<file path="src/rtl/operand_buffer.sv">
// Double-buffered 2x2 operand store feeding mmu_feeder: host bytes fill the shadow bank while the active bank drives the outputs.
// Optional rewrite protection (drop writes to already-written slots) is enabled by defining OPERAND_BUF_REWRITE_PROTECT_EN.
module operand_buffer #(
  parameter int DATA_W = 8
) (
  input  logic              clk,
  input  logic              rst,
  input  logic              write_en,
  input  logic [2:0]        addr,
  input  logic [DATA_W-1:0] in_data,
  input  logic              swap,
  output logic [DATA_W-1:0] weight0,
  output logic [DATA_W-1:0] weight1,
  output logic [DATA_W-1:0] weight2,
  output logic [DATA_W-1:0] weight3,
  output logic [DATA_W-1:0] input0,
  output logic [DATA_W-1:0] input1,
  output logic [DATA_W-1:0] input2,
  output logic [DATA_W-1:0] input3,
  output logic              shadow_full,
  output logic              active_valid,
  output logic              swap_err,
  output logic              wr_conflict
);

  logic [DATA_W-1:0] bank  [2][8];
  logic [DATA_W-1:0] act_q [8];
  logic              bank_sel;
  logic [7:0]        mask;
  logic [7:0]        mask_next;
  logic              swap_ok;
  logic              wr_bank;
  logic              wr_do;
  logic              conflict;

  // A write coincident with an accepted swap targets the new shadow and sees a cleared mask.
  always_comb begin
    swap_ok  = swap & shadow_full;
    wr_bank  = swap_ok ? ~bank_sel : bank_sel;
    conflict = 1'b0;
`ifdef OPERAND_BUF_REWRITE_PROTECT_EN
    conflict = write_en & ~swap_ok & mask[addr];
`endif
    wr_do     = write_en & ~conflict;
    mask_next = swap_ok ? 8'h00 : mask;
    if (wr_do) mask_next[addr] = 1'b1;
  end

  always_ff @(posedge clk) begin
    if (rst) begin
      for (int b = 0; b < 2; b++)
        for (int i = 0; i < 8; i++)
          bank[b][i] <= '0;
      for (int i = 0; i < 8; i++)
        act_q[i] <= '0;
      bank_sel     <= 1'b0;
      mask         <= 8'h00;
      shadow_full  <= 1'b0;
      active_valid <= 1'b0;
      swap_err     <= 1'b0;
    end else begin
      if (wr_do) bank[wr_bank][addr] <= in_data;
      if (swap_ok) begin
        bank_sel     <= ~bank_sel;
        active_valid <= 1'b1;
        for (int i = 0; i < 8; i++)
          act_q[i] <= bank[bank_sel][i];
      end
      mask        <= mask_next;
      shadow_full <= &mask_next;
      swap_err    <= swap & ~shadow_full;
    end
  end

`ifdef OPERAND_BUF_REWRITE_PROTECT_EN
  logic conflict_q;

  always_ff @(posedge clk) begin
    if (rst) conflict_q <= 1'b0;
    else     conflict_q <= conflict;
  end

  assign wr_conflict = conflict_q;
`else
  assign wr_conflict = 1'b0;
`endif

  assign weight0 = act_q[0];
  assign weight1 = act_q[1];
  assign weight2 = act_q[2];
  assign weight3 = act_q[3];
  assign input0  = act_q[4];
  assign input1  = act_q[5];
  assign input2  = act_q[6];
  assign input3  = act_q[7];

endmodule

</file>
<file path="config.mk">
export PLATFORM = sky130hd
export DESIGN_NAME = operand_buffer
export DESIGN_NICKNAME = d
export VERILOG_FILES = /design/src/rtl/operand_buffer.sv
export SDC_FILE = /design/constraint.sdc
export NUM_CORES = 1
export LEC_CHECK = 0
export CORE_UTILIZATION = 54
export DETAILED_ROUTE_END_ITERATION = 7
export GPL_TIMING_DRIVEN = 0
export MAX_ROUTING_LAYER = met4
export PLACE_DENSITY = 0.83
export SLEW_MARGIN = 40
export SYNTH_ARGS = -nofsm -noshare
export SYNTH_HDL_FRONTEND = slang
export SYNTH_SLANG_ARGS = --single-unit
</file>
<file path="constraint.sdc">
create_clock -name clk -period 4.4 [get_ports clk]
set_input_delay 0.44 -clock clk [delete_from_list [all_inputs] [get_ports clk]]
set_output_delay 0.44 -clock clk [all_outputs]
set_load 0.01 [all_outputs]
</file>
; ---- Yosys cells after proc, flatten, opt, wreduce, memory -nomap -nowiden
; Memories as Yosys holds them, arrays and structs flattened. A register that Yosys moved wholly into a read port is not among the register bits.
; Index checks and enable logic that the tools add are counted.
[classes]
n_mux = 27
n_reduce_logical = 4
bitwise_logic = 14
n_lt_le_gt_ge = 4
[ops]
columns = operator, n
row1 = $mux W64, 3
row2 = $mux W8, 11
row3 = $reduce_or A64 Y1, 1
row4 = $demux W8 S3, 1
row5 = $mux W1, 11
row6 = $or A1 B1 Y1, 8
row7 = $or A8 B8 Y8, 1
row8 = $reduce_and A8 Y1, 1
row9 = $ge A4 B4 Y1 const B, 1
row10 = $lt A3 B4 Y1 const B, 1
row11 = $lt A4 B1 Y1 const B, 1
row12 = $not A3 Y4, 1
row13 = $demux W1 S3, 1
row14 = $ge A3 B1 Y1 const B, 1
row15 = $and A1 B1 Y1, 2
row16 = $logic_and A1 B1 Y1, 2
row17 = $not A1 Y1, 2
[word_totals]
n_memories = 2
input_bits = 15
mem_bits_rw = 192
ff_bits = 12
out_inout_bits = 68
wordCells = 56
[mem_list]
columns = name, depth, word_bits, rd, rd_clocked_by_memory_dff, wr, line_no
row1 = bank, 2, 64, 1, 1, 2, 26  ; logic [DATA_W-1:0] bank [2][8];
row2 = act_q, 8, 8, 8, 0, 8, 27  ; logic [DATA_W-1:0] act_q [8];

; ---- Logic depth before layout (Yosys ltp)
[logic_depth]
ltp_word = 8
mapped_depth = 7

; ---- Worst setup path before layout
; No wires, ideal clock.
[synth_timing]
path_kind = input -> register
startpoint = input rst
endpoint = memory act_q[0][0] (enable)
path_stages = 2
arrival_ns = 2.276
n_path_buf = 1
setup_time_ns = 0.433
path_slack_ns = 1.691
required_ns = 3.967
cell_sequence = buf_2 nand2b_1
[synth_rtl]
columns = element, line_no
row1 = from (decl), 7  ; input logic rst,
row2 = to (decl), 27

==> flow_metrics.env <==
export IMPL_status="complete, no violations"
export IMPL_coreArea_mm2=0.0140
export IMPL_path_buf_inv=4
export IMPL_cts_tree="yes"
export IMPL_muxShareOfSynthArea_pct=8.31
export IMPL_h_tree_depth=1
export IMPL_stdcell_count=820
export IMPL_drive_gt1_share_pct=10.8
export IMPL_via_per_inst=5.53
export IMPL_pwr_share_clk_pct=39.1
export IMPL_swShare_pct=20.8
export IMPL_peakVddDrop_mv=0.293
export IMPL_cts_root_buf="clkbuf_16"
export IMPL_cp_common_cell="buf_4"
export IMPL_cell_internal_pwr_uw=3260
export IMPL_dp_cells=786
export IMPL_hold_buffers=0
export IMPL_cp_slowest_cell="nor2_1"
export IMPL_cts_buffer_depth=3
export IMPL_overflow=0
export IMPL_synth_simple_gate_area_share_pct=11.0
export IMPL_io_buffers=80
export IMPL_rows=43
export IMPL_max_cap_violations=0
export IMPL_cts_clk_slew_worst_paths_ns=0.06
export IMPL_drc=0
export IMPL_grt_max_degree=40
export IMPL_gp_congestion=0.889
export IMPL_area_growth_pct=21.2
export IMPL_synth_nets=540
export IMPL_synth_avg_cell_area_um2=14.9
export IMPL_cp_max_fo=10
export IMPL_utilization_pct=67.7
export IMPL_cts_setup_buffers=0
export IMPL_fmax_mhz=427
export IMPL_rsz0062_at_grt="false"
export IMPL_synth_fa_ha_area_share_pct=0
export IMPL_cp_end_kind="flop"
export IMPL_synth_warning_count=0
export IMPL_cp_startpoint="write_en"
export IMPL_setup_worst_path_start_class="input port"
export IMPL_fin_tns_setup_ns=0
export IMPL_synth_xor_area_share_pct=0
export IMPL_power_leakage_uw=0.00318
export IMPL_async_flop_share_pct=0
export IMPL_cts_inserted_buffers=20
export IMPL_setup_ws_ns=2.06
export IMPL_cp_cell_sequence="clkdlybuf4s50_1 -> nor2b_1 -> buf_4 -> and3_1 -> buf_4 -> buf_6 -> nor2_1"
export IMPL_io_pins=83
export IMPL_finClkSkew_ns=0.00938
export IMPL_final_hold_viol_count=0
export IMPL_preCtsSetupSlack_ns=1.64
export IMPL_hp_class="in2reg"
export IMPL_ant_nets=0
export IMPL_synth_cells=525
export IMPL_p_switching_uw=855
export IMPL_final_max_slew_viol_count=0
export IMPL_synth_area_mm2=0.00784
export IMPL_min_period_ns=2.34
export IMPL_die_w_um=122
export IMPL_post_cts_resized=0
export IMPL_synth_edf_count=192
export IMPL_seqPwrFrac_pct=55.4
export IMPL_synth_flop_cell="edfxtp_1"
export IMPL_initial_core_util_pct=55.8
export IMPL_slew_headroom_pct=39.3
export IMPL_antenna_found_initial=0
export IMPL_vias=4532
export IMPL_arrival_ns=2.46
export IMPL_post_dp_cell_area_mm2=0.00889
export IMPL_setup_viol=0
export IMPL_synth_distinct_cells=33
export IMPL_grt_pass1_wl_um=23600
export IMPL_crit_type="in2reg"
export IMPL_synth_top_family_by_area="simple AND/OR/NAND/NOR gates"
export IMPL_power_density_mw_per_mm2=433
export IMPL_drt_iter0_drc=577
export IMPL_first_global_vias=4444
export IMPL_slowest_delay_ns=0.62
export IMPL_finalCritPeriodShare_pct=53.3
export IMPL_r2r_start="shadow_full"
export IMPL_drt_wl_total_um=15800
export IMPL_pwr_share_comb_pct=5.5
export IMPL_post_route_cell_area_mm2=0.00951
export IMPL_required_ns=4.52
export IMPL_numClockSinks=204
export IMPL_hpwl_um=9720
export IMPL_fillers=893
export IMPL_ys_seq_area_share_pct=76.6
export IMPL_finalNetCount=643
export IMPL_die_area_mm2=0.0150
export IMPL_ys_ff_latch=204
export IMPL_drt_pass1_iter_count=6
export IMPL_crit_family="buffers and inverters"
export IMPL_clk_latency_ns=0.49
export IMPL_synth_compound_area_share_pct=1.93
export IMPL_holdCritStartpoint="addr[0]"
export IMPL_avgRoutedWirePerCell_um=19.2
export IMPL_gr_usage_all_layers_pct=22.4
export IMPL_chipHeight_um=122
export IMPL_tightest_slew_ns=0.911
export IMPL_n_antenna_cell=0
==> routing by layer <==
layer / wire length [um] / global-route usage (%)
met2: 7790 / 35.1
met4: 465 / 10.5
met5: 0 / -
met3: 1350 / 3.21
met1: 6160 / 29.1
==> path summary, 6_finish.rpt <==
path         cells past startpoint  slack, ns           to
min                              3       0.47      mask[1]
min reg2reg                      2       0.50      mask[3]
max reg2reg                      5       2.29  bank[1][23]
max                              7       2.06  bank[1][23]
==> power groups by stage <==
stage                     Combinational (uW)  Sequential, uW  Clock (uW)
after global routing                     243            2290        1690
final                                    228            2280        1610
after CTS                                228            2280        1610
after detailed placement                 224            2320           0
after global placement                   216            2320           0
after floorplan                          102            2330           0
==> cell usage after synthesis (2+ instances only) <==
| master | number | area share [%] |
|---|---|---|
| edfxtp_1 | 192 | 74 |
| nor2_1 | 149 | 7.1 |
| mux2i_1 | 64 | 8.2 |
| nor2_2 | 16 | 1.3 |
| buf_2 | 12 | 0.77 |
| dfxtp_1 | 12 | 3.1 |
| nand2_1 | 12 | 0.57 |
| a21oi_1 | 11 | 0.70 |
| clkbuf_1 | 10 | 0.48 |
| inv_1 | 9 | 0.43 |
| nand2b_1 | 7 | 0.56 |
| buf_4 | 3 | 0.29 |
| a22oi_1 | 2 | 0.19 |
| and4_1 | 2 | 0.22 |
| and4b_1 | 2 | 0.26 |
| nor2b_1 | 2 | 0.16 |
| nor3b_1 | 2 | 0.19 |
| o21ai_0 | 2 | 0.13 |
| o21ai_4 | 2 | 0.41 |
==> kinds of logic after synthesis <==
| group | count (synthesis) |
|---|---|
| compound gates | 22 |
| buf+inv | 35 |
| flops | 204 |
| mux | 65 |
| other cells | 1 |
| simple gates | 198 |
==> flip-flops by register name (all words and copies together) (netlist names) <==
signal	count
bank	128
act_q	64
mask	8
active_valid	1
bank_sel	1
shadow_full	1
swap_err	1
==> cells in the final DEF, fill, tap and decap left out, drive strengths merged <==
master / synthesis / routed
edfxtp: 192 / 192
nor2: 165 / 165
clkdlybuf4s50: 0 / 80
mux2i: 64 / 64
clkbuf: 10 / 35
buf: 16 / 17
nand2: 12 / 12
dfxtp: 12 / 12
a21oi: 11 / 11
inv: 9 / 10
nand2b: 7 / 7
clkinv: 0 / 7
o21ai: 6 / 6
nor2b: 2 / 2
nor3b: 2 / 2
and4: 2 / 2
and4b: 2 / 2
a22oi: 2 / 2
a21bo: 1 / 1
nand3b: 1 / 1
and3: 1 / 1
and2b: 1 / 1
a31oi: 1 / 1
and4bb: 1 / 1
nand4b: 1 / 1
or2: 1 / 1
a32oi: 1 / 1
mux2: 1 / 1
conb: 1 / 1
bufinv: 0 / 1
==> cell type report <==
| cell class | count | area [um2] | area share, % |
|---|---|---|---|
| Sequential cell | 204 | 6010 | 63.2 |
| Multi-Input combinational cell | 286 | 1680 | 17.6 |
| Timing Repair Buffer | 81 | 821 | 8.63 |
| Clock buffer | 25 | 541 | 5.69 |
| Tap cell | 180 | 225 | 2.37 |
| Buffer | 26 | 131 | 1.38 |
| Clock inverter | 9 | 71.3 | 0.750 |
| Inverter | 9 | 33.8 | 0.355 |
==> through the flow <==
step	hold WS, ns	total power, uW
after CTS	0.457	4120
after floorplan	0.449	2430
final	0.469	4120
after detailed placement	0.489	2540
after global placement	0.453	2530
after global routing	0.505	4220
==> tightest hold or removal path, cell delays in order <==
cell and delay [ns]:
clkbuf_1 0.19, a22oi_1 0.21, nor2_1 0.05
Note: power is estimated with default switching activity, not from simulation.
